--- config.mk ---
export PLATFORM = sky130hd
export DESIGN_NAME = mem_arbiter_flat
export DESIGN_NICKNAME = d
export VERILOG_FILES = /design/src/rtl/cotm32_pkg.sv /design/src/rtl/mem_arbiter_if.sv /design/src/rtl/mem_arb_timer.sv /design/src/rtl/mem_arbiter.sv /design/src/flat_wrapper.sv
export SDC_FILE = /design/constraint.sdc
export NUM_CORES = 1
export LEC_CHECK = 0
export ABC_CLOCK_PERIOD_IN_PS = 2800
export BUFFER_PORTS_ARGS = -buffer_cell sky130_fd_sc_hd__buf_2
export CORE_AREA = 2 2 107 109
export DETAILED_ROUTE_END_ITERATION = 7
export DIE_AREA = 0 0 109 111
export SKIP_LAST_GASP = 1
export SYNTH_ARGS = -nofsm -noshare
export SYNTH_HDL_FRONTEND = slang
export SYNTH_SLANG_ARGS = --single-unit
--- constraint.sdc ---
create_clock -name i_clk -period 2.8 [get_ports i_clk]
set_input_delay 0.28 -clock i_clk [delete_from_list [all_inputs] [get_ports i_clk]]
set_output_delay 0.28 -clock i_clk [all_outputs]
set_load 0.1 [all_outputs]
--- src/rtl/cotm32_pkg.sv ---
// Shared types and sizing for the cotm32 memory arbiter slice.
// MEM_ARB_TIMEOUT_CYCLES is the default response timeout (used with MEM_ARB_TIMEOUT_EN).
package cotm32_pkg;
    localparam int XLEN                   = 32;
    localparam int BYTE_WIDTH             = 8;
    localparam int STRB_W                 = XLEN / BYTE_WIDTH;
    localparam int MEM_ARB_TIMEOUT_CYCLES = 64;

    typedef enum logic {
        ARB_OWNER_INST = 1'b0,
        ARB_OWNER_DATA = 1'b1
    } arb_owner_t;

    typedef enum logic [1:0] {
        ARB_IDLE     = 2'd0,
        ARB_WAIT_RSP = 2'd1,
        ARB_DRAIN    = 2'd2
    } arb_state_t;
endpackage

--- src/rtl/mem_arbiter_if.sv ---
// Bundle of the fetch, LSU and unified-memory buses around mem_arbiter.
// master: the arbiter side; slave: requesters plus memory.
interface mem_arbiter_if;
    import cotm32_pkg::*;

    logic              inst_req;
    logic [XLEN-1:0]   inst_addr;
    logic              inst_gnt;
    logic              inst_rvalid;
    logic [XLEN-1:0]   inst_rdata;
    logic              inst_fault;

    logic              data_req;
    logic              data_we;
    logic [XLEN-1:0]   data_addr;
    logic [XLEN-1:0]   data_wdata;
    logic [STRB_W-1:0] data_wstrb;
    logic              data_gnt;
    logic              data_rvalid;
    logic [XLEN-1:0]   data_rdata;
    logic              data_fault;

    logic              mem_req;
    logic              mem_we;
    logic [XLEN-1:0]   mem_addr;
    logic [XLEN-1:0]   mem_wdata;
    logic [STRB_W-1:0] mem_wstrb;
    logic              mem_gnt;
    logic              mem_rvalid;
    logic [XLEN-1:0]   mem_rdata;

    modport master (
        input  inst_req, inst_addr,
        output inst_gnt, inst_rvalid, inst_rdata, inst_fault,
        input  data_req, data_we, data_addr, data_wdata, data_wstrb,
        output data_gnt, data_rvalid, data_rdata, data_fault,
        output mem_req, mem_we, mem_addr, mem_wdata, mem_wstrb,
        input  mem_gnt, mem_rvalid, mem_rdata
    );

    modport slave (
        output inst_req, inst_addr,
        input  inst_gnt, inst_rvalid, inst_rdata, inst_fault,
        output data_req, data_we, data_addr, data_wdata, data_wstrb,
        input  data_gnt, data_rvalid, data_rdata, data_fault,
        input  mem_req, mem_we, mem_addr, mem_wdata, mem_wstrb,
        output mem_gnt, mem_rvalid, mem_rdata
    );
endinterface

--- src/rtl/mem_arb_timer.sv ---
// Response-timeout counter for mem_arbiter (instantiated under MEM_ARB_TIMEOUT_EN).
// o_expire is high while the count sits at TIMEOUT_CYCLES-1.
module mem_arb_timer
    import cotm32_pkg::*;
#(
    parameter int TIMEOUT_CYCLES = MEM_ARB_TIMEOUT_CYCLES
) (
    input  logic i_clk,
    input  logic i_rst,
    input  logic i_clear,
    input  logic i_enable,
    output logic o_expire
);
    localparam int              CNT_W = $clog2(TIMEOUT_CYCLES + 1);
    localparam logic [CNT_W-1:0] LAST = CNT_W'(TIMEOUT_CYCLES - 1);

    logic [CNT_W-1:0] r_cnt;

    always_ff @(posedge i_clk) begin
        if (i_rst || i_clear) begin
            r_cnt <= '0;
        end else if (i_enable) begin
            r_cnt <= r_cnt + CNT_W'(1);
        end
    end

    assign o_expire = (r_cnt == LAST);
endmodule

--- src/rtl/mem_arbiter.sv ---
// Fetch/LSU arbiter onto one memory port, one transaction outstanding, alternating ties.
// Optional response timeout with access fault: define MEM_ARB_TIMEOUT_EN.
module mem_arbiter
    import cotm32_pkg::*;
#(
    parameter int TIMEOUT_CYCLES = MEM_ARB_TIMEOUT_CYCLES
) (
    input  logic          i_clk,
    input  logic          i_rst,
    input  logic          i_flush,
    mem_arbiter_if.master io_bus
);
    arb_state_t r_state;
    arb_owner_t r_owner;
    arb_owner_t r_last_owner;
    logic       r_drop;

    logic       w_idle;
    logic       w_wait;
    logic       w_sel_data;
    arb_owner_t w_sel;
    logic       w_mem_req;
    logic       w_fire;
    logic       w_fwd_data;
    logic       w_kill;
    logic       w_rsp_ok;
    logic       w_tmo_hit;
    logic       w_tmo;
    logic       w_own_inst;
    logic       w_own_data;

    assign w_idle = (r_state == ARB_IDLE);
    assign w_wait = (r_state == ARB_WAIT_RSP);

    // Data wins alone, or on a tie when fetch went last.
    assign w_sel_data = io_bus.data_req
                      & (~io_bus.inst_req | (r_last_owner == ARB_OWNER_INST));
    assign w_sel      = w_sel_data ? ARB_OWNER_DATA : ARB_OWNER_INST;
    assign w_mem_req  = w_idle & (io_bus.inst_req | io_bus.data_req) & ~i_flush;
    assign w_fire     = w_mem_req & io_bus.mem_gnt;
    assign w_fwd_data = w_mem_req & w_sel_data;

    assign io_bus.mem_req   = w_mem_req;
    assign io_bus.mem_we    = w_fwd_data & io_bus.data_we;
    assign io_bus.mem_addr  = ~w_mem_req ? '0 :
                              w_sel_data ? io_bus.data_addr : io_bus.inst_addr;
    assign io_bus.mem_wdata = w_fwd_data ? io_bus.data_wdata : '0;
    assign io_bus.mem_wstrb = w_fwd_data ? io_bus.data_wstrb : '0;

    assign io_bus.inst_gnt = w_fire & ~w_sel_data;
    assign io_bus.data_gnt = w_fire & w_sel_data;

    assign w_kill   = r_drop | i_flush;
    assign w_rsp_ok = w_wait & io_bus.mem_rvalid & ~w_kill;

`ifdef MEM_ARB_TIMEOUT_EN
    logic w_expire;

    mem_arb_timer #(
        .TIMEOUT_CYCLES(TIMEOUT_CYCLES)
    ) u_timer (
        .i_clk   (i_clk),
        .i_rst   (i_rst),
        .i_clear (w_fire),
        .i_enable(w_wait & ~io_bus.mem_rvalid),
        .o_expire(w_expire)
    );

    assign w_tmo_hit = w_wait & ~io_bus.mem_rvalid & w_expire;
`else
    assign w_tmo_hit = 1'b0;

    if (TIMEOUT_CYCLES < 1) begin : g_bad_timeout
    end
`endif

    assign w_tmo      = w_tmo_hit & ~w_kill;
    assign w_own_inst = (r_owner == ARB_OWNER_INST);
    assign w_own_data = (r_owner == ARB_OWNER_DATA);

    assign io_bus.inst_rvalid = (w_rsp_ok | w_tmo) & w_own_inst;
    assign io_bus.inst_rdata  = (w_rsp_ok & w_own_inst) ? io_bus.mem_rdata : '0;
    assign io_bus.inst_fault  = w_tmo & w_own_inst;
    assign io_bus.data_rvalid = (w_rsp_ok | w_tmo) & w_own_data;
    assign io_bus.data_rdata  = (w_rsp_ok & w_own_data) ? io_bus.mem_rdata : '0;
    assign io_bus.data_fault  = w_tmo & w_own_data;

    always_ff @(posedge i_clk) begin
        if (i_rst) begin
            r_state      <= ARB_IDLE;
            r_owner      <= ARB_OWNER_INST;
            r_last_owner <= ARB_OWNER_DATA;
            r_drop       <= 1'b0;
        end else begin
            unique case (r_state)
                ARB_IDLE: begin
                    if (w_fire) begin
                        r_state      <= ARB_WAIT_RSP;
                        r_owner      <= w_sel;
                        r_last_owner <= w_sel;
                        r_drop       <= 1'b0;
                    end
                end
                ARB_WAIT_RSP: begin
                    if (i_flush) begin
                        r_drop <= 1'b1;
                    end
                    if (io_bus.mem_rvalid) begin
                        r_state <= ARB_IDLE;
                    end else if (w_tmo_hit) begin
                        r_state <= ARB_DRAIN;
                    end
                end
                ARB_DRAIN: begin
                    if (io_bus.mem_rvalid) begin
                        r_state <= ARB_IDLE;
                    end
                end
                default: r_state <= ARB_IDLE;
            endcase
        end
    end
endmodule

--- src/flat_wrapper.sv ---
// flat-port wrapper written by rule: the top's interface ports become plain ports
module mem_arbiter_flat import cotm32_pkg::*;
#(
    parameter int TIMEOUT_CYCLES = MEM_ARB_TIMEOUT_CYCLES
)
  (i_clk, i_rst, i_flush, io_bus_inst_req, io_bus_inst_addr, io_bus_inst_gnt, io_bus_inst_rvalid, io_bus_inst_rdata, io_bus_inst_fault, io_bus_data_req, io_bus_data_we, io_bus_data_addr, io_bus_data_wdata, io_bus_data_wstrb, io_bus_data_gnt, io_bus_data_rvalid, io_bus_data_rdata, io_bus_data_fault, io_bus_mem_req, io_bus_mem_we, io_bus_mem_addr, io_bus_mem_wdata, io_bus_mem_wstrb, io_bus_mem_gnt, io_bus_mem_rvalid, io_bus_mem_rdata);
  mem_arbiter_if io_bus_i ();
  input  logic i_clk;
  input  logic i_rst;
  input  logic i_flush;
  input wire logic [$bits(io_bus_i.inst_req)-1:0] io_bus_inst_req;
  input wire logic [$bits(io_bus_i.inst_addr)-1:0] io_bus_inst_addr;
  output wire logic [$bits(io_bus_i.inst_gnt)-1:0] io_bus_inst_gnt;
  output wire logic [$bits(io_bus_i.inst_rvalid)-1:0] io_bus_inst_rvalid;
  output wire logic [$bits(io_bus_i.inst_rdata)-1:0] io_bus_inst_rdata;
  output wire logic [$bits(io_bus_i.inst_fault)-1:0] io_bus_inst_fault;
  input wire logic [$bits(io_bus_i.data_req)-1:0] io_bus_data_req;
  input wire logic [$bits(io_bus_i.data_we)-1:0] io_bus_data_we;
  input wire logic [$bits(io_bus_i.data_addr)-1:0] io_bus_data_addr;
  input wire logic [$bits(io_bus_i.data_wdata)-1:0] io_bus_data_wdata;
  input wire logic [$bits(io_bus_i.data_wstrb)-1:0] io_bus_data_wstrb;
  output wire logic [$bits(io_bus_i.data_gnt)-1:0] io_bus_data_gnt;
  output wire logic [$bits(io_bus_i.data_rvalid)-1:0] io_bus_data_rvalid;
  output wire logic [$bits(io_bus_i.data_rdata)-1:0] io_bus_data_rdata;
  output wire logic [$bits(io_bus_i.data_fault)-1:0] io_bus_data_fault;
  output wire logic [$bits(io_bus_i.mem_req)-1:0] io_bus_mem_req;
  output wire logic [$bits(io_bus_i.mem_we)-1:0] io_bus_mem_we;
  output wire logic [$bits(io_bus_i.mem_addr)-1:0] io_bus_mem_addr;
  output wire logic [$bits(io_bus_i.mem_wdata)-1:0] io_bus_mem_wdata;
  output wire logic [$bits(io_bus_i.mem_wstrb)-1:0] io_bus_mem_wstrb;
  input wire logic [$bits(io_bus_i.mem_gnt)-1:0] io_bus_mem_gnt;
  input wire logic [$bits(io_bus_i.mem_rvalid)-1:0] io_bus_mem_rvalid;
  input wire logic [$bits(io_bus_i.mem_rdata)-1:0] io_bus_mem_rdata;
  assign io_bus_i.inst_req = io_bus_inst_req;
  assign io_bus_i.inst_addr = io_bus_inst_addr;
  assign io_bus_inst_gnt = io_bus_i.inst_gnt;
  assign io_bus_inst_rvalid = io_bus_i.inst_rvalid;
  assign io_bus_inst_rdata = io_bus_i.inst_rdata;
  assign io_bus_inst_fault = io_bus_i.inst_fault;
  assign io_bus_i.data_req = io_bus_data_req;
  assign io_bus_i.data_we = io_bus_data_we;
  assign io_bus_i.data_addr = io_bus_data_addr;
  assign io_bus_i.data_wdata = io_bus_data_wdata;
  assign io_bus_i.data_wstrb = io_bus_data_wstrb;
  assign io_bus_data_gnt = io_bus_i.data_gnt;
  assign io_bus_data_rvalid = io_bus_i.data_rvalid;
  assign io_bus_data_rdata = io_bus_i.data_rdata;
  assign io_bus_data_fault = io_bus_i.data_fault;
  assign io_bus_mem_req = io_bus_i.mem_req;
  assign io_bus_mem_we = io_bus_i.mem_we;
  assign io_bus_mem_addr = io_bus_i.mem_addr;
  assign io_bus_mem_wdata = io_bus_i.mem_wdata;
  assign io_bus_mem_wstrb = io_bus_i.mem_wstrb;
  assign io_bus_i.mem_gnt = io_bus_mem_gnt;
  assign io_bus_i.mem_rvalid = io_bus_mem_rvalid;
  assign io_bus_i.mem_rdata = io_bus_mem_rdata;
  mem_arbiter #(.TIMEOUT_CYCLES(TIMEOUT_CYCLES)) u_core (.i_clk(i_clk), .i_rst(i_rst), .i_flush(i_flush), .io_bus(io_bus_i));
endmodule
# ---- Word-level counts from Yosys, hierarchy flattened
# Cells that the tools add are included.
dict set report totals {
  output_inout_bits 140
  input_bits 140
  register_bits 5
  wordCells 49
}
dict set report op_classes {
  n_bitwise 21
  eq_ne 5
  n_reduce_logical 6
  n_mux 13
}
# operator count
set op_table {}
lappend op_table {{2-to-1 mux 32 bit} 5}
lappend op_table {{bitwise AND 1 bit} 12}
lappend op_table {{inverter 1 bit} 6}
lappend op_table {{2-to-1 mux 2 bit} 2}
lappend op_table {{2-to-1 mux 4 bit} 1}
lappend op_table {{!= test 2 bit (second input constant)} 2}
lappend op_table {{one-hot mux 2 bit (2 select lines)} 1}
lappend op_table {{AND reduction 2 bit} 2}
lappend op_table {{2-to-1 mux 1 bit} 3}
lappend op_table {{OR 1 bit} 3}
lappend op_table {{AND reduction 3 bit} 1}
lappend op_table {{== test 2 x 1 -> 1 bit (second input constant)} 1}
lappend op_table {{== test 2 bit (second input constant)} 1}
lappend op_table {{zero test 2 bit} 1}
lappend op_table {{!= test 2 x 1 -> 1 bit (second input constant)} 1}
lappend op_table {{one-hot mux 1 bit (2 select lines)} 1}
lappend op_table {{nonzero test 2 bit} 1}
lappend op_table {{OR reduction 2 bit} 1}

# ---- Longest topological paths before layout
dict set report depth {
  ltp_word 6
  mapped_depth 4
  mapped_depth_nobuf 3
}

# ---- Worst setup path before layout
# OpenSTA, ideal clock, no wires.
dict set report synth_timing {
  path_kind {flip-flop to output port}
  start {register u_core.r_state[0]}
  end {output io_bus_mem_addr[22]}
  path_slack_ns 0.226
  required_time_ns 2.520
  stages_incl_launch_ff 5
  path_buffers 1
  arrival_time_ns 2.294
  path_cell_list {dfxtp_1 -> nor2_1 -> o21ai_1 -> buf_2 -> a21oi_1}
}
dict set report synth_via {
  elab_chain_cells 4
}
# item line_no
set synth_rtl {}
lappend synth_rtl {{from (decl)} mem_arbiter.sv:13} ;# arb_state_t r_state;
lappend synth_rtl {{from (signal assigned)} mem_arbiter.sv:90} ;# r_state <= ARB_IDLE;
lappend synth_rtl {{from (signal assigned)} mem_arbiter.sv:98} ;# r_state <= ARB_WAIT_RSP;
lappend synth_rtl {{from (signal assigned)} mem_arbiter.sv:109} ;# r_state <= ARB_IDLE;
lappend synth_rtl {{zero test 2 bit} mem_arbiter.sv:32} ;# assign w_idle = (r_state == ARB_IDLE);
lappend synth_rtl {{bitwise AND 1 bit (2 in series)} mem_arbiter.sv:39} ;# assign w_mem_req = w_idle & (io_bus.inst_req | io_bus.data_req) & ~i_flush;
lappend synth_rtl {{2-to-1 mux 32 bit} mem_arbiter.sv:45} ;# assign io_bus.mem_addr = ~w_mem_req ? '0 :
lappend synth_rtl {{to (decl)} flat_wrapper.sv:28} ;# output wire logic [$bits(io_bus_i.mem_addr)-1:0] io_bus_mem_addr;
# No other way between the ends.

# ---- Worst setup path in the final report
dict set report layout_timing {
  start {register u_core.r_last_owner}
  end {output io_bus_mem_addr[19]}
}
dict set report layout_via {
  elab_chain_cells 5
}
# item line_no
set layout_rtl {}
lappend layout_rtl {{from (decl)} mem_arbiter.sv:15} ;# arb_owner_t r_last_owner;
lappend layout_rtl {{from (signal assigned)} mem_arbiter.sv:100} ;# r_last_owner <= w_sel;
lappend layout_rtl {{inverter 1 bit} mem_arbiter.sv:37} ;# & (~io_bus.inst_req | (r_last_owner == ARB_OWNER_INST));
lappend layout_rtl {{OR 1 bit} mem_arbiter.sv:37}
lappend layout_rtl {{bitwise AND 1 bit} mem_arbiter.sv:37}
lappend layout_rtl {{2-to-1 mux 32 bit} mem_arbiter.sv:46} ;# w_sel_data ? io_bus.data_addr : io_bus.inst_addr;
lappend layout_rtl {{2-to-1 mux 32 bit} mem_arbiter.sv:45}
# No other way between the ends.

==> run metrics <==
status=finished clean; die width=between 100 and 150 um; Worst-Skew Late Latency=approximately 0.23 ns; die height=approximately 110 um; setup TNS=0 ns; Hold Crit Depth=2; total vias in the final route=2,518; Total Wirelength=roughly 7 mm; initial antenna violation count=0; R2R setup slack=between 1 and 1.5 ns; syn avg cell area=about 5.7 sq um; # DRC=0; Pre-antenna DRT Iters=4; post-DP HPWL=~5.9 mm; delay-heaviest family, CP=compound AO/OA/AOI/OAI gates; P per Cell Area=around 320 nW/um^2; Buf/Inv on CP=1; hold_buf cts=0; crit end category=output port; ys flop type=dfxtp_1; Tot Pwr=about 1.0 mW; multi-input logic area=1180 sq um; EDFF count, synth=0; drt initial violations=73; share of layout cells above drive strength 1=between 50% and 60%; worst-margin pin slew=0.587 ns; Routed wire per std cell=10.7 um; Port Buffers=roughly 280; CTS tree=built; vias in the first global route=roughly 2,100; Vias/cell=~3.9; TritonCTS Buffers=3; Max Cap Viol=0; relative slew slack=between 60% and 70%; Resized cells post-CTS=0; Core Footprint=11,100 sq um; slowest stage delay, CP=around 0.54 ns; Starting Density=about an eighth; hold path start=i_rst; FF+latch count, synth=4; WS Path Type=flip-flop to output port; FMAX=between 400 and 500 MHz; crit path max fanout=32; Synth Cell Area=1400 sq um; Tcrit/Tclk final=a little under 80%; Layout Skew=roughly 0.0028 ns; hold crit path type=input pin to flip-flop; grt ovf=0; Lkg Pwr=2.11 nW; ys async rst share=0%; CTS sink cnt=4; hold endpoint=u_core.r_state[0]; slowest library cell on the worst path=a21bo_2; Fin. Hold Viols=0; Bufs on Longest Clock Path=2; CP Launch Type=flip-flop; Final Setup Violations=0; Period minus WS final=roughly 2.2 ns; # diodes=0; Final Net Count=652; Crit path depth=4; Placer Congestion=0.771; Area Growth Syn to Fin=127%; largest net degree at the start of global routing=51; global-route wire length before repair=9.98 mm; row count=39; # IOs=280; antenna-violating nets left=0; Layout fillers=roughly 1,200; setup bufs post-CTS=0; Pins Over Slew Limit=0; RSZ-0062 raised after global routing=false; gr usage total=between 10% and 20%; Critical R2R Capture=u_core.r_owner; Peak VDD IR=0.134 mV; Worst Path Required=roughly 2.5 ns; Post-Synthesis Cells=around 250; Storage cell area=approximately 80 sq um; Unique masters post-synth=22; H-tree depth=1; Worst R2R Start=u_core.r_last_owner; CP Data Arrival Time=1.90 ns; CP Cell Sequence=a21bo_2 > nand2_1 > a21oi_1 > buf_2; Syn. warnings=0; sequential area share after synthesis=under 10%; reg2reg path depth=4; Root Driver=clkbuf_16; die area=roughly 12,000 sq um; CTS clk-pin slew, worst paths=around 0.030 ns
logic make-up after synthesis:
group	after synthesis	share of synthesized area [%]
other	1	0.267
flip-flops	4	5.70
AO/OA/AOI/OAI	41	17.4
buffers and inverters	28	11.1
AND/OR/NAND/NOR	173	65.5
placed cells by master, fill, tap and decap left out, types with 2 or more instances in the layout:
master	count
a21oi_1	33
and2_1	64
and3_1	38
buf_12	15
buf_2	262
buf_4	7
clkbuf_16	3
conb_1	2
dfxtp_1	4
inv_1	3
nand2_1	64
nor2_1	2
nor2_2	3
how the worst max path moves through the flow:
stage	endpoint	start	slack, ns
global route	io_bus_mem_addr[25]	u_core.r_last_owner	0.45
floorplan	io_bus_mem_addr[22]	u_core.r_state[0]	0.23
finish	io_bus_mem_addr[19]	u_core.r_last_owner	0.62
CTS	io_bus_mem_addr[19]	u_core.r_last_owner	0.60
global placement	io_bus_mem_addr[16]	io_bus_data_req	0.81
detailed placement	io_bus_mem_addr[19]	io_bus_data_req	0.79
metal layers:
metal | wire (um) | vias to the layer above | track usage, %
met5 | 0 | - | 0
met4 | 60 | 0 | 2.56
met2 | 3600 | 165 | 20.1
met1 | 2570 | 1020 | 10.8
li1 | - | 1329 | -
met3 | 763 | 4 | 1.41
sequential cells by signal (all words and copies together) (netlist names):
name                 count
u_core.r_owner           1
u_core.r_drop            1
u_core.r_last_owner      1
u_core.r_state           1
metrics by stage:
step	worst slack, ns	hold WS, ns	cells	cell area (sq um)	utilization [%]
5_1_grt	0.454	0.301	653	3190	28.8
6_report	0.619	0.281	653	3190	28.8
3_5_place_dp	0.785	0.470	650	3110	28.1
4_1_cts	0.600	0.286	653	3190	28.8
3_3_place_gp	0.813	0.470	650	3110	28.1
2_1_floorplan	0.226	0.349	248	1410	-
Yosys cell counts, types with 2 or more instances:
cell	count	share of area, %
dfxtp_1	4	5.7
nor2_2	2	0.89
buf_2	8	2.9
inv_1	3	0.80
nor2_1	3	0.80
buf_4	8	4.3
clkbuf_2	9	3.2
and2_1	64	29
a21oi_1	33	12
nand2_1	64	17
and3_1	38	17
cell type report:
class | instances | area share, %
Clock buffer | 3 | 2.36
Inverter | 3 | 0.353
Multi-Input combinational cell | 216 | 36.9
Sequential cell | 4 | 2.51
Tap cell | 143 | 5.61
Timing Repair Buffer | 284 | 52.2
report_power, final:
group / switching (mW) / internal (mW)
Sequential: 0.00254 / 0.0601
Clock: 0.0455 / 0.183
Combinational: 0.558 / 0.186
Total: 0.606 / 0.429
No activity file was read; power rests on OpenSTA's default activity.
